[src/rtl/core_ex_trap_ctrl.sv]
// core_ex_trap_ctrl: commit-stage trap controller. Resolves interrupts, ECALL/EBREAK,
//   MRET and branch mispredicts for one committing instruction per cycle.
// Latency: handshake at edge N -> CSR strobes + flush in cycle N+1 -> ready again in N+2.
// Backpressure: cmt_ready drops for the single cycle spent in TRAP/MRET/BFLUSH.
// Ports: cmt_* commit handshake and instruction context from EX; irq_i interrupt lines;
//   csr_*_r current CSR values; cmt_*_en / cmt_* CSR write-back; irq_pending captured
//   lines; flush_req / flush_pc registered one-cycle redirect.
module core_ex_trap_ctrl #(
  parameter int                 XLEN        = 32,
  parameter int                 PC_WIDTH    = 32,
  parameter int                 IRQ_NUM     = 3,
  parameter logic [IRQ_NUM-1:0] IRQ_EDGE    = '0,
  parameter bit                 VECTORED_EN = 1'b1
) (
  input  logic                clk,
  input  logic                rst,
  input  logic                cmt_valid,
  output logic                cmt_ready,
  input  logic [PC_WIDTH-1:0] cmt_pc,
  input  logic [PC_WIDTH-1:0] cmt_bj_pc,
  input  logic                cmt_branch_predict,
  input  logic                cmt_branch_jump,
  input  logic                cmt_ecall,
  input  logic                cmt_ebreak,
  input  logic                cmt_mret,
  input  logic [IRQ_NUM-1:0]  irq_i,
  input  logic [XLEN-1:0]     csr_mstatus_r,
  input  logic [XLEN-1:0]     csr_mie_r,
  input  logic [XLEN-1:0]     csr_mtvec_r,
  input  logic [XLEN-1:0]     csr_mepc_r,
  output logic                cmt_mstatus_en,
  output logic                cmt_mcause_en,
  output logic                cmt_mepc_en,
  output logic [XLEN-1:0]     cmt_mstatus,
  output logic [XLEN-1:0]     cmt_mcause,
  output logic [XLEN-1:0]     cmt_mepc,
  output logic [IRQ_NUM-1:0]  irq_pending,
  output logic                flush_req,
  output logic [PC_WIDTH-1:0] flush_pc
);

  typedef enum logic [1:0] {
    ST_IDLE   = 2'd0,
    ST_TRAP   = 2'd1,
    ST_MRET   = 2'd2,
    ST_BFLUSH = 2'd3
  } state_t;

  localparam int MIE_BIT  = 3;
  localparam int MPIE_BIT = 7;

  // Machine-level cause code for local interrupt line i.
  function automatic logic [4:0] irq_code(input int i);
    case (i)
      0:       irq_code = 5'd3;
      1:       irq_code = 5'd7;
      2:       irq_code = 5'd11;
      default: irq_code = 5'(16 + i - 3);
    endcase
  endfunction

  state_t               state;
  logic [IRQ_NUM-1:0]   irq_prev;
  logic [IRQ_NUM-1:0]   pend;
  logic [IRQ_NUM-1:0]   pend_nxt;
  logic [IRQ_NUM-1:0]   take_mask;
  logic                 irq_take;
  logic [4:0]           irq_code_sel;
  logic                 hs;
  logic                 is_exc;
  logic                 is_misp;
  logic [XLEN-1:0]      trap_cause;
  logic [XLEN-1:0]      tvec_base;
  logic [XLEN-1:0]      tvec_addr;
  logic [XLEN-1:0]      mstatus_trap;
  logic [XLEN-1:0]      mstatus_mret;
  logic [XLEN-1:0]      mepc_aligned;
  logic [PC_WIDTH-1:0]  bflush_pc;

  // Only the mie bits mapped to implemented lines are consulted.
  logic unused_mie;
  assign unused_mie = ^csr_mie_r;

  assign hs          = cmt_valid & cmt_ready & (state == ST_IDLE);
  assign is_exc      = cmt_ecall | cmt_ebreak;
  assign is_misp     = cmt_branch_predict ^ cmt_branch_jump;
  assign irq_pending = pend;

  // Highest eligible index wins: later iterations overwrite earlier ones.
  always_comb begin
    irq_take     = 1'b0;
    irq_code_sel = '0;
    take_mask    = '0;
    for (int i = 0; i < IRQ_NUM; i++) begin
      if (pend[i] && csr_mie_r[irq_code(i)] && csr_mstatus_r[MIE_BIT]) begin
        irq_take     = 1'b1;
        irq_code_sel = irq_code(i);
        take_mask    = IRQ_NUM'(1) << i;
      end
    end
  end

  // A new rising edge on the line being taken wins over the clear, so it is not lost.
  always_comb begin
    pend_nxt = '0;
    for (int i = 0; i < IRQ_NUM; i++) begin
      if (IRQ_EDGE[i]) begin
        pend_nxt[i] = (pend[i] & ~(hs & take_mask[i])) | (irq_i[i] & ~irq_prev[i]);
      end else begin
        pend_nxt[i] = irq_i[i];
      end
    end
  end

  always_comb begin
    trap_cause = '0;
    if (irq_take) begin
      trap_cause[XLEN-1] = 1'b1;
      trap_cause[4:0]    = irq_code_sel;
    end else begin
      trap_cause[4:0] = cmt_ecall ? 5'd11 : 5'd3;
    end
  end

  assign tvec_base = csr_mtvec_r & ~XLEN'(3);
  assign tvec_addr = (VECTORED_EN && (csr_mtvec_r[1:0] == 2'b01) && irq_take)
                     ? tvec_base + XLEN'({irq_code_sel, 2'b00})
                     : tvec_base;

  always_comb begin
    mstatus_trap           = csr_mstatus_r;
    mstatus_trap[MPIE_BIT] = csr_mstatus_r[MIE_BIT];
    mstatus_trap[MIE_BIT]  = 1'b0;
    mstatus_trap[12:11]    = 2'b11;
  end

  always_comb begin
    mstatus_mret           = csr_mstatus_r;
    mstatus_mret[MIE_BIT]  = csr_mstatus_r[MPIE_BIT];
    mstatus_mret[MPIE_BIT] = 1'b1;
    mstatus_mret[12:11]    = 2'b11;
  end

  assign mepc_aligned = csr_mepc_r & ~XLEN'(3);
  assign bflush_pc    = cmt_branch_jump ? cmt_bj_pc : cmt_pc + PC_WIDTH'(4);

  // All event context is captured into the output registers at the handshake,
  // so each non-IDLE state only has to hold them for its single cycle.
  always_ff @(posedge clk) begin
    if (rst) begin
      state          <= ST_IDLE;
      cmt_ready      <= 1'b1;
      cmt_mstatus_en <= 1'b0;
      cmt_mcause_en  <= 1'b0;
      cmt_mepc_en    <= 1'b0;
      cmt_mstatus    <= '0;
      cmt_mcause     <= '0;
      cmt_mepc       <= '0;
      flush_req      <= 1'b0;
      flush_pc       <= '0;
      pend           <= '0;
      irq_prev       <= '0;
    end else begin
      irq_prev       <= irq_i;
      pend           <= pend_nxt;
      state          <= ST_IDLE;
      cmt_ready      <= 1'b1;
      cmt_mstatus_en <= 1'b0;
      cmt_mcause_en  <= 1'b0;
      cmt_mepc_en    <= 1'b0;
      cmt_mstatus    <= '0;
      cmt_mcause     <= '0;
      cmt_mepc       <= '0;
      flush_req      <= 1'b0;
      flush_pc       <= '0;
      if (hs) begin
        if (irq_take || is_exc) begin
          state          <= ST_TRAP;
          cmt_ready      <= 1'b0;
          cmt_mstatus_en <= 1'b1;
          cmt_mcause_en  <= 1'b1;
          cmt_mepc_en    <= 1'b1;
          cmt_mstatus    <= mstatus_trap;
          cmt_mcause     <= trap_cause;
          cmt_mepc       <= XLEN'(cmt_pc);
          flush_req      <= 1'b1;
          flush_pc       <= tvec_addr[PC_WIDTH-1:0];
        end else if (cmt_mret) begin
          state          <= ST_MRET;
          cmt_ready      <= 1'b0;
          cmt_mstatus_en <= 1'b1;
          cmt_mstatus    <= mstatus_mret;
          flush_req      <= 1'b1;
          flush_pc       <= mepc_aligned[PC_WIDTH-1:0];
        end else if (is_misp) begin
          state     <= ST_BFLUSH;
          cmt_ready <= 1'b0;
          flush_req <= 1'b1;
          flush_pc  <= bflush_pc;
        end
      end
    end
  end

endmodule

[config.mk]
export PLATFORM = sky130hd
export DESIGN_NAME = core_ex_trap_ctrl
export DESIGN_NICKNAME = d
export VERILOG_FILES = /design/src/rtl/core_ex_trap_ctrl.sv
export SDC_FILE = /design/constraint.sdc
export NUM_CORES = 1
export LEC_CHECK = 0
export ABC_AREA = 1
export CORE_MARGIN = 10
export CORE_UTILIZATION = 35
export DETAILED_ROUTE_END_ITERATION = 16
export GPL_TIMING_DRIVEN = 0
export PLACE_DENSITY = 0.77
export SETUP_SLACK_MARGIN = 0.02
export SLEW_MARGIN = 20
export SYNTH_ARGS = -nofsm -noshare
export SYNTH_HDL_FRONTEND = slang
export SYNTH_SLANG_ARGS = --single-unit
[constraint.sdc]
create_clock -name clk -period 2.41 [get_ports clk]
set_clock_uncertainty 0.2 [all_clocks]
set_input_delay 0.482 -clock clk [delete_from_list [all_inputs] [get_ports clk]]
set_output_delay 0.482 -clock clk [all_outputs]
set_load 0.02 [all_outputs]
==> flow_summary.rst <==
.. list-table::
   :header-rows: 1

   * - Metric
     - Value
   * - Mapped cell area
     - 5997 sq um
   * - Placeable core region
     - 16700 sq um
   * - Pre-CTS worst setup slack
     - -1.073 ns
   * - Met1 GRT Util
     - 26.99%
   * - Sum of net half-perimeters after detailed placement
     - 23.26 mm
   * - Fill cell count
     - 1591
   * - Count of boundary I/O pins
     - 339
   * - Max-cap check violation count
     - 0
   * - Transition time at the pin with the least slew margin
     - 0.6530 ns
   * - H-tree level count
     - 3
   * - GRT overflow
     - 0
   * - Final worst setup slack
     - -0.04007 ns
   * - Class of the tightest hold or removal check
     - in2reg
   * - Cell count after synthesis
     - 961
   * - DRC viols
     - 0
   * - Cell leakage power
     - 4.445 nW
   * - Crit-path cells
     - dlygate4sd2_1 -> nand3_4 -> nand3_4 -> ha_4 -> inv_2 -> fa_2 -> nor2_4 -> o21ai_4 -> nor2_4 -> nand2_2 -> nor2_1 -> nand2_1 -> nor2_2 -> nand3_2 -> nand2_2 -> nand2_1
   * - Initial drt markers
     - 507
   * - Signed area change from the synthesized netlist to the final layout
     - 64.53%
   * - Sequential standard cell area
     - 2146 sq um
   * - Wire length of the first global-routing pass
     - 40.34 mm
   * - Grt peak-use layer
     - met2
   * - Global-route usage over all layers
     - 23.57%
   * - Max stage delay on crit path
     - 0.44 ns
   * - Post-Syn Area per Cell
     - 6.240 sq um
   * - Via count of the first global-routing pass
     - 6986
   * - Delay-heaviest family, CP
     - simple AND/OR/NAND/NOR gates
   * - Syn. warnings
     - 0
   * - Main area contributors after synthesis
     - dfxtp_1, nand2_1, nor2_1, inv_1, nand3_1
   * - Number of distinct standard cells referenced by the synthesized netlist
     - 41
   * - Routed vias
     - 7088
   * - Final WL
     - 28.19 mm
   * - Top-area cell type share of the netlist area
     - 35.72%
   * - Final Slew Violations
     - 0
   * - CTS Root Cell
     - clkbuf_16
   * - Power density relative to cell area
     - 474.1 nW/um^2
   * - Global-route met2 utilization
     - 40.67%
   * - Relative slew slack
     - 56.46%
   * - Post-detailed-placement cell area
     - 9189 sq um
   * - Clk pin slew, worst setup/hold paths
     - 0.08 ns
   * - Slowest cell on crit path
     - fa_2
   * - Num CTS Buffers
     - 9
   * - Status
     - complete, but fails checks
   * - Buf+Inv Stages, Crit Path
     - 2
   * - #FFs+latches synth
     - 107
   * - Final Net Count
     - 1498
   * - Full die area
     - 22770 sq um
   * - Finished Cell Area
     - 9867 sq um
   * - Number of port buffers
     - 277
   * - Pin count of the biggest net entering global routing
     - 21
   * - Crit path capture type
     - flip-flop
   * - Die width
     - 150.9 um
   * - Final hold viol count
     - 0
   * - Arrival time reported for the critical path endpoint
     - 2.51 ns
   * - RSZ-0062 raised after global routing
     - true
   * - Number of nets with antenna violations after routing
     - 0
   * - Worst-path maximum fanout
     - 4
   * - Largest area contributor in the netlist
     - dfxtp_1
   * - Max Root-Sink Buffers
     - 2
   * - Violations in the final reports
     - setup timing
   * - Count of clock tree sinks
     - 107
   * - Area of the multi-input gates
     - 3453 sq um
   * - Data required time of the critical path
     - 2.47 ns
   * - Clock tree from TritonCTS
     - yes
   * - Die outline height
     - 150.9 um
   * - Effective utilization at floorplan
     - 35.91%
   * - VDD IR-drop max
     - 0.0003272 V
   * - Number of placement rows
     - 47
   * - Share of final-layout standard cells stronger than drive strength 1
     - 11.82%
   * - Final setup violating endpoints
     - 3
   * - Initial antenna violation count
     - 1
   * - Met3 demand-to-capacity share in global routing
     - 7.667%
   * - Kind of start point of the critical path
     - input port
   * - Post-DR wirelength/cell
     - 18.58 um
   * - Initial DRT Pass Iterations
     - 5
   * - Clock Latency Late Sink
     - 0.36 ns
   * - Final weighted congestion in routability-driven placement
     - 0.8978
   * - Final period util
     - 101.7%
   * - Worst setup path class
     - in2reg
   * - Sequential area share after synthesis
     - 35.72%
   * - Highest Clock Rate
     - 0.4082 GHz
   * - Via density
     - 4.672
   * - Clock period minus final worst setup slack
     - 2.450 ns
## kinds of logic after synthesis
group	count (synthesis)	share of synthesized area [%]
flip-flops	107	35.72
adder cells (fa/ha/maj)	6	1.377
XOR/XNOR	17	2.608
AND/OR/NAND/NOR	573	39.04
other	1	0.06253
buffers and inverters	169	13.08
AO/OA/AOI/OAI	88	8.116
## through the flow
step                util [%]  instances  power, mW  setup TNS (ns)  hold WS, ns
floorplan                  -        987      2.461               0       0.3458
global placement       55.02       1484      3.107          -39.68       0.3231
detailed placement     55.02       1484      3.116          -41.19       0.3260
CTS                    57.61       1507      4.683               0       0.2446
global route           59.05       1515      4.873          -1.323       0.2759
finish                 59.08       1517      4.677        -0.05680       0.2458
## worst register-to-register path: stages, from the launching register on
cell and delay (ns):
dfxtp_2 0.36, nand3_4 0.09, nand3_4 0.12, ha_4 0.15
inv_2 0.04, fa_2 0.44, nor2_4 0.16, o21ai_4 0.09
nor2_4 0.13, nand2_2 0.07, nor2_1 0.09, nand2_1 0.07
nor2_2 0.12, nand3_2 0.08, nand2_2 0.09, nand2_1 0.05
## where the power goes
part	leakage, nW	total (mW)	internal [mW]	switching, mW
logic	3.42	1.25	0.585	0.663
clock network	0.151	1.55	0.767	0.784
registers	0.874	1.88	1.85	0.0272
total	4.45	4.68	3.20	1.47
## final timing paths
| path | start | to | slack, ns | depth (start not counted) |
|---|---|---|---|---|
| worst min-delay path | csr_mstatus_r[3] | cmt_mstatus[7] | 0.25 | 3 |
| worst max register to register | irq_pending[1] | flush_pc[26] | -0.04 | 15 |
| worst max-delay path | csr_mie_r[11] | flush_pc[26] | -0.04 | 16 |
| worst min register to register | irq_pending[1] | cmt_mcause[2] | 0.44 | 3 |
## sequential cells by signal, summed over array words and instances (netlist names)
name	count
cmt_mepc_en	1
flush_req	1
irq_pending	3
cmt_mcause	4
cmt_mepc	32
cmt_mstatus	31
state	2
flush_pc	32
cmt_ready	1
## timing repair
action	in CTS	in global routing
setup endpoints to repair	38	24
pin swaps	14	34
gates resized for setup	34	50
hold buffers	0	0
gates cloned	0	0
setup buffers	7	7
## layer usage
metal | up-vias | share of wire, %
li1 | 3551 | -
met1 | 3170 | 39
met2 | 331 | 47
met3 | 36 | 11
met4 | 0 | 2.3
met5 | - | 0
## layout make-up
class,count,area share (%)
repair buffers,291,29.29
diodes,3,0.07608
clock inverters,6,0.6594
clock buffers,10,2.422
multi-input cells,711,35.00
flip-flops and latches,107,21.75
inverters,112,4.324
well taps,220,2.790
plain buffers,57,3.690
## layout by cell type (no fill, tap or decap), types with 3 or more instances in the layout
master and count:
o21bai_1 4, nand3_2 6, inv_2 5, conb_1 27
dfxtp_2 3, o21ai_1 4, nand2_1 279, a21oi_2 9
nand3b_1 7, inv_6 3, nor2_1 189, clkbuf_1 10
nand2_2 10, clkdlybuf4s50_1 270, diode_2 3, nand3_1 45
xor2_1 14, ha_4 3, nand3_4 4, nor2_4 12
clkbuf_16 9, a21oi_1 25, o21ai_0 30, buf_4 46
o211ai_1 7, nor2_2 8, dfxtp_1 104, inv_1 104
nand2_4 5, buf_2 9, dlygate4sd2_1 5
## Yosys cell counts
library cell / instances
nand2_1: 291
nor2_1: 202
inv_1: 109
dfxtp_1: 107
nand3_1: 53
a21oi_1: 35
buf_4: 35
o21ai_0: 34
xor2_1: 14
clkbuf_1: 11
buf_2: 8
nand3b_1: 7
o211ai_1: 7
ha_1: 5
nor2_4: 4
o21bai_1: 4
nor2_2: 3
a2bb2oi_1: 2
buf_1: 2
inv_2: 2
nand2_2: 2
nand4_1: 2
nor3_1: 2
o21ai_1: 2
xnor2_1: 2
a22oi_1: 1
a31o_2: 1
and2_1: 1
buf_6: 1
clkinv_2: 1
conb_1: 1
fa_1: 1
nand2_4: 1
nand3_2: 1
nand3_4: 1
nor3_4: 1
nor4_1: 1
o221ai_1: 1
o22ai_1: 1
or2_2: 1
xor2_2: 1
(Power assumes the default switching activity.)
